--- src/rtl/instr_fetch_ctrl.sv ---
// Fetch/dispatch stage: fetches a program word at the PC, holds it in the
// instruction register, launches the execution FSMs and owns the PC and watchdog.
module instr_fetch_ctrl #(
    parameter int PC_W    = 8,
    parameter int TIMEOUT = 255
) (
    input  logic            clk,
    input  logic            rst,
    input  logic [15:0]     memData,
    input  logic            memValid,
    output logic            memReq,
    output logic [PC_W-1:0] memAddr,
    output logic [15:0]     instruction,
    output logic [3:0]      opClass,
    output logic            execStart,
    input  logic            done,
    input  logic            pcInc,
    input  logic            pcLoad,
    input  logic [PC_W-1:0] pcLoadAddr,
    output logic            halted,
    output logic            fault
);

    typedef enum logic [2:0] {
        RESET,
        FETCH,
        DECODE,
        EXEC,
        HALT,
        FAULT
    } state_t;

    localparam logic [15:0] NOP_WORD    = 16'h0000;
    localparam logic [15:0] HALT_WORD   = 16'hFFFF;
    localparam logic [15:0] TIMEOUT_CNT = 16'(TIMEOUT);

    state_t            state, state_next;
    logic [PC_W-1:0]   pc, pc_next;
    logic [15:0]       ir, ir_next;
    logic [15:0]       wdog, wdog_next;
    logic              start_q, start_next;

    always_ff @(posedge clk) begin
        if (!rst) begin
            state   <= RESET;
            pc      <= '0;
            ir      <= '0;
            wdog    <= '0;
            start_q <= 1'b0;
        end else begin
            state   <= state_next;
            pc      <= pc_next;
            ir      <= ir_next;
            wdog    <= wdog_next;
            start_q <= start_next;
        end
    end

    // The start pulse is registered on the fetch edge so it lands in DECODE
    // together with the freshly loaded instruction register.
    always_comb begin
        state_next = state;
        pc_next    = pc;
        ir_next    = ir;
        wdog_next  = wdog;
        start_next = 1'b0;
        case (state)
            RESET: state_next = FETCH;
            FETCH: begin
                if (memValid) begin
                    ir_next    = memData;
                    state_next = DECODE;
                    start_next = (memData != NOP_WORD) && (memData != HALT_WORD);
                end
            end
            DECODE: begin
                if (ir == NOP_WORD) begin
                    pc_next    = pc + PC_W'(1);
                    state_next = FETCH;
                end else if (ir == HALT_WORD) begin
                    state_next = HALT;
                end else begin
                    wdog_next  = '0;
                    state_next = EXEC;
                end
            end
            EXEC: begin
                // A timeout cycle discards any PC request arriving with it.
                if (!done && (wdog + 16'd1 == TIMEOUT_CNT)) begin
                    state_next = FAULT;
                end else begin
                    if (pcLoad)
                        pc_next = pcLoadAddr;
                    else if (pcInc)
                        pc_next = pc + PC_W'(1);
                    if (done)
                        state_next = FETCH;
                    else
                        wdog_next = wdog + 16'd1;
                end
            end
            HALT:    state_next = HALT;
            FAULT:   state_next = FAULT;
            default: state_next = RESET;
        endcase
    end

    assign memReq      = (state == FETCH);
    assign memAddr     = pc;
    assign instruction = ir;
    assign opClass     = ir[15:12];
    assign execStart   = start_q;
    assign halted      = (state == HALT) || (state == FAULT);
    assign fault       = (state == FAULT);

endmodule

--- config.mk ---
export PLATFORM = sky130hd
export DESIGN_NAME = instr_fetch_ctrl
export DESIGN_NICKNAME = d
export VERILOG_FILES = /design/src/rtl/instr_fetch_ctrl.sv
export SDC_FILE = /design/constraint.sdc
export NUM_CORES = 1
export LEC_CHECK = 0
export BUFFER_PORTS_ARGS = -buffer_cell sky130_fd_sc_hd__clkbuf_2
export CAP_MARGIN = 20
export CORE_MARGIN = 4
export CORE_UTILIZATION = 35
export CTS_BUF_LIST = sky130_fd_sc_hd__clkbuf_2 sky130_fd_sc_hd__clkbuf_4 sky130_fd_sc_hd__clkbuf_8
export CTS_CLUSTER_SIZE = 25
export DETAILED_ROUTE_END_ITERATION = 7
export GPL_TIMING_DRIVEN = 0
export PLACE_DENSITY = 0.52
export SLEW_MARGIN = 20
export SYNTH_ARGS = -nofsm -noshare
export SYNTH_HDL_FRONTEND = slang
export SYNTH_SLANG_ARGS = --single-unit
--- constraint.sdc ---
create_clock -name clk -period 2.89 [get_ports clk]
set_input_delay 0.289 -clock clk [delete_from_list [all_inputs] [get_ports clk]]
set_output_delay 0.289 -clock clk [all_outputs]
set_load 0.03 [all_outputs]
## Word level (Yosys, flattened, before mapping)

Cells that the tools add are included.

- Register bits: 44
- Input bits: 30
- Output and inout port bits: 32
- Word-level logic and storage cells: 52

- $add $sub $neg: 2
- Eq/ne operators: 16
- Mux-type cells: 16
- Reductions and logical operators: 13

Operator list:

| operator | count |
|---|---|
| two-way mux 16 bit | 4 |
| two-way mux 8 bit | 4 |
| case mux 16 bit (2 select lines) | 1 |
| case mux 3 bit (6 select lines) | 1 |
| adder 16 x 1 -> 16 bit, second input constant | 1 |
| == test 16 bit, second input constant | 1 |
| == test 16 x 8 -> 1 bit, second input constant | 1 |
| zero test 16 bit | 1 |
| inequality test 16 bit, second input constant | 1 |
| case mux 8 bit (2 select lines) | 1 |
| nonzero test 16 bit | 1 |
| two-way mux 3 bit | 5 |
| inequality test 2 bit, second input constant | 6 |
| adder 8 x 1 -> 8 bit, second input constant | 1 |
| == test 3 x 2 -> 1 bit, second input constant | 2 |
| == test 3 bit, second input constant | 2 |
| inequality test 3 bit, second input constant | 2 |
| AND reduction 5 bit | 1 |
| AND reduction 2 bit | 2 |
| AND reduction 4 bit | 1 |
| == test 3 x 1 -> 1 bit, second input constant | 1 |
| zero test 3 bit | 1 |
| AND reduction 3 bit | 1 |
| logical AND 1 bit | 2 |
| other kinds (3) | 3 |

## Longest topological paths before layout

- Depth in word-level cells: 5
- Depth in mapped cells: 11
- Mapped depth without buffers: 8

## Worst setup path before layout

OpenSTA, ideal clock, no wires.

- Path kind: register to register
- Start point: register wdog[0]
- End point: register pc[0] (netlist: memAddr[0])
- Arrival: 2.230 ns
- Slack: 0.540 ns
- Cell stages (with the launch flop): 12
- Cell sequence: dfxtp_1 ha_1 buf_2 and4_1 buf_2 and3_1 nor4_2 o22ai_2 o21ai_4 buf_6 nor3_2 o31a_1

- Cells in the longest elaborated chain, start to end: 5

RTL lines:

| element | line | RTL |
|---|---|---|
| start: declaration | 40 | `logic [15:0] wdog, wdog_next;` |
| start signal: assignment | 54 | `wdog <= wdog_next;` |
| adder 16 x 1 -> 16 bit | 89 | `if (!done && (wdog + 16'd1 == TIMEOUT_CNT)) begin` |
| == test 16 x 8 -> 1 bit | 89 |  |
| logical AND 1 bit | 89 |  |
| inequality test 2 bit (no line) | - |  |
| AND reduction 4 bit (no line) | - |  |
| end signal: assignment | 52 | `pc <= pc_next;` |
| end: declaration | 38 | `logic [PC_W-1:0] pc, pc_next;` |

No other way between the ends.
A chain may end at the register's enable or synchronous reset.

## Final worst setup path

Ends and elaborated chain as after synthesis.

==> results.sh <==
export IMPL_p_leak_nw=1.22
export IMPL_syn_num_nets=387
export IMPL_initial_core_util_pct=36.6
export IMPL_ff_latch_area_sq_um=881
export IMPL_antennaDiodeCount=0
export IMPL_grt_pass1_vias=2627
export IMPL_power_density_mw_per_mm2=416
export IMPL_setup_viol_count_final=0
export IMPL_die_area_sq_mm=0.00922
export IMPL_crit_path_start_kind="register"
export IMPL_slew_headroom_pct=56.3
export IMPL_rsz0062_at_grt="false"
export IMPL_drv_cap=0
export IMPL_reg2regPathDepth=11
export IMPL_synth_warnings=0
export IMPL_fp_coreArea_sq_mm=0.00741
export IMPL_syn2layout_area_growth_pct=20.1
export IMPL_die_w_um=96.0
export IMPL_first_iter_violations=110
export IMPL_clk_latency_ns=0.30
export IMPL_fin_util_pct=44.0
export IMPL_endpoint_kind="register"
export IMPL_cts_max_path_buffers=2
export IMPL_final_nets=454
export IMPL_ys_seq_elements=44
export IMPL_drv_slew=0
export IMPL_r2r_slack_ns=0.22
export IMPL_ioPinCount=62
export IMPL_ys_seq_area_share_pct=32.5
export IMPL_grt_overflow=0
export IMPL_finalPower_w=0.00135
export IMPL_cts_sinks=44
export IMPL_numCtsBuffers=5
export IMPL_vias_per_cell=5.38
export IMPL_synth_top_flop_cell="dfxtp_1"
export IMPL_startpoint="wdog[0]"
export IMPL_cts_clk_slew_worst_paths_ns=0.09
export IMPL_hold_path_class="in2reg"
export IMPL_status="finished clean"
export IMPL_fill_cells=801
export IMPL_synth_area_per_cell_sq_um=7.66
export IMPL_final_area_sq_mm=0.00326
export IMPL_arrival_ns=2.87
export IMPL_cp_endpoint="memAddr[0]"
export IMPL_tightest_slew_ns=0.656
export IMPL_peakVddDrop_mv=0.214
export IMPL_post_route_period_util_pct=92.4
export IMPL_crit_required_ns=3.09
export IMPL_clock_fmax_mhz=374
export IMPL_wl_per_cell_um=15.1
export IMPL_ant_nets=0
export IMPL_synth_edf_count=0
export IMPL_worstSetupPathType="reg2reg"
export IMPL_rr_endpoint="memAddr[0]"
export IMPL_hpwl_mm=5.82
export IMPL_post_synth_num_cell_types=65
export IMPL_dieHeight_um=96.0
export IMPL_setup_tns_ns=0
export IMPL_final_setup_skew_ns=0.00523
export IMPL_grt_usage_pct=18.0
export IMPL_vias=2801
export IMPL_period_needed_ns=2.67
export IMPL_antenna_found_initial=0
export IMPL_hold_violations=0
export IMPL_cts_tree="done"
export IMPL_dpl_instance_area_sq_mm=0.00314
export IMPL_drt_wl_total_mm=7.87
export IMPL_hold_buffers=0
export IMPL_drc=0
export IMPL_synthArstFlopShare_pct=0
export IMPL_synth_area_sq_mm=0.00271
export IMPL_grt_start_max_net_pins=15
export IMPL_cts_max_level=2
export IMPL_io_buffers=60
export IMPL_place_congestion=0.815
export IMPL_r2r_start="wdog[0]"
export IMPL_drive_gt1_share_pct=24.4
export IMPL_worstPathMaxFanout=10
export IMPL_multi_input_area_sq_mm=0.00166
export IMPL_cts_setup_buffers=0
export IMPL_cts_root_buf="clkbuf_8"
export IMPL_rows=31
export IMPL_firstDrtPassIters=4
export IMPL_syn_instance_count=354
export IMPL_grt_pass1_wl_mm=13.0
export IMPL_ctsResizeCount=0
worst min-delay path by stage:
stage,to,from,cells after the start,slack (ns)
final,instruction[0],memData[0],3,0.23
after global routing,instruction[0],memData[0],3,0.22
after global placement,instruction[3],instruction[3],2,0.48
after CTS,instruction[0],memData[0],3,0.22
after detailed placement,instruction[0],instruction[0],2,0.49
after floorplan,instruction[0],memData[0],2,0.43
cell usage after synthesis (2+ instances only):
| cell type | count | area, sq um |
|---|---|---|
| nand2_1 | 61 | 229 |
| dfxtp_1 | 44 | 881 |
| a21oi_1 | 22 | 110 |
| nor2_1 | 22 | 82.6 |
| o21ai_0 | 19 | 95.1 |
| nand4_1 | 16 | 100 |
| a21boi_0 | 12 | 90.1 |
| nor3_1 | 12 | 60.1 |
| nor4_1 | 12 | 75.1 |
| nand3_1 | 10 | 50.1 |
| buf_2 | 9 | 45.0 |
| clkbuf_1 | 9 | 33.8 |
| nor2b_1 | 8 | 50.1 |
| a21boi_1 | 6 | 45.0 |
| and2_1 | 6 | 37.5 |
| and3_1 | 6 | 37.5 |
| buf_4 | 5 | 37.5 |
| or2_2 | 5 | 31.3 |
| and4_1 | 3 | 26.3 |
| buf_6 | 3 | 33.8 |
| ha_1 | 3 | 37.5 |
| inv_1 | 3 | 11.3 |
| nand3b_1 | 3 | 22.5 |
| nor3b_1 | 3 | 22.5 |
| a211oi_1 | 2 | 15.0 |
| a22oi_1 | 2 | 15.0 |
| a31oi_1 | 2 | 12.5 |
| a41oi_1 | 2 | 17.5 |
| mux2i_1 | 2 | 20.0 |
| nor4_2 | 2 | 25.0 |
| o211a_1 | 2 | 20.0 |
| o211ai_1 | 2 | 15.0 |
| o21ai_1 | 2 | 10.0 |
| o22ai_1 | 2 | 12.5 |
| xnor2_1 | 2 | 17.5 |
power breakdown:
group	switching [W]	internal, W	total (W)
Clock	0.000233	0.000283	0.000516
Combinational	0.000129	0.0000673	0.000196
Sequential	0.0000193	0.000623	0.000642
Total	0.000380	0.000973	0.00135
cell usage in the layout (no fill, tap or decap), types with 3 or more instances in the layout:
master and count:
clkbuf_8 6, nor4_1 12, and2_1 6, nor2_1 22, and3_1 6, or2_2 5
nand2_1 61, o21ai_0 19, a21boi_1 6, clkbuf_2 60, buf_2 9, a21oi_1 22
and4_1 3, nand3b_1 3, nor3b_1 3, nand3_1 10, a21boi_0 12, nor3_1 12
clkbuf_1 9, dfxtp_1 44, inv_1 3, buf_4 5, ha_1 3, nand4_1 16
buf_6 3, nor2b_1 8
worst max-delay path, cell delays in order, from the launching register on:
cell	delay (ns)
dfxtp_1	0.39
ha_1	0.22
buf_2	0.17
and4_1	0.20
buf_2	0.16
and3_1	0.21
nor4_2	0.23
o22ai_2	0.19
o21ai_4	0.29
buf_6	0.18
nor3_2	0.05
o31a_1	0.28
state kept, by name (all words and copies together), names as in the netlist:
register     count
memAddr          8
instruction     16
execStart        1
state            3
wdog            16
per-layer routing:
metal	wire [um]	vias up	global-route usage, %	share of wire [%]
met5	0	-	0	0
met4	42	0	3.91	0.53
li1	-	1422	-	-
met1	3780	1299	25.5	48
met2	3630	75	28.4	46
met3	410	5	3.21	5.2
cell type report:
cell class | instances | share of cell area (%)
multi-input combinational | 279 | 51.0
sequential | 44 | 27.0
timing repair buffer | 60 | 9.22
buffer | 27 | 4.73
tap | 99 | 3.80
clock buffer | 6 | 2.54
clock inverter | 2 | 1.19
inverter | 4 | 0.461
kinds of logic (layout without fill, tap and decap cells):
| kind of cell | Yosys count | in the layout | share of synthesized area (%) |
|---|---|---|---|
| flops | 44 | 44 | 32.5 |
| simple gates | 180 | 180 | 35.2 |
| buf+inv | 31 | 99 | 6.23 |
| mux | 3 | 3 | 1.15 |
| compound gates | 91 | 91 | 22.9 |
| xor+xnor | 2 | 2 | 0.646 |
| fa+ha+maj | 3 | 3 | 1.38 |
per-stage QoR:
stage               setup WS, ns  instances  hold slack (ns)
detailed placement         0.213        513            0.490
global placement           0.257        513            0.484
global route              0.0115        521            0.220
CTS                        0.192        521            0.225
finish                     0.219        521            0.232
floorplan                  0.540        354            0.425
Power figures use the tool's default switching activity.
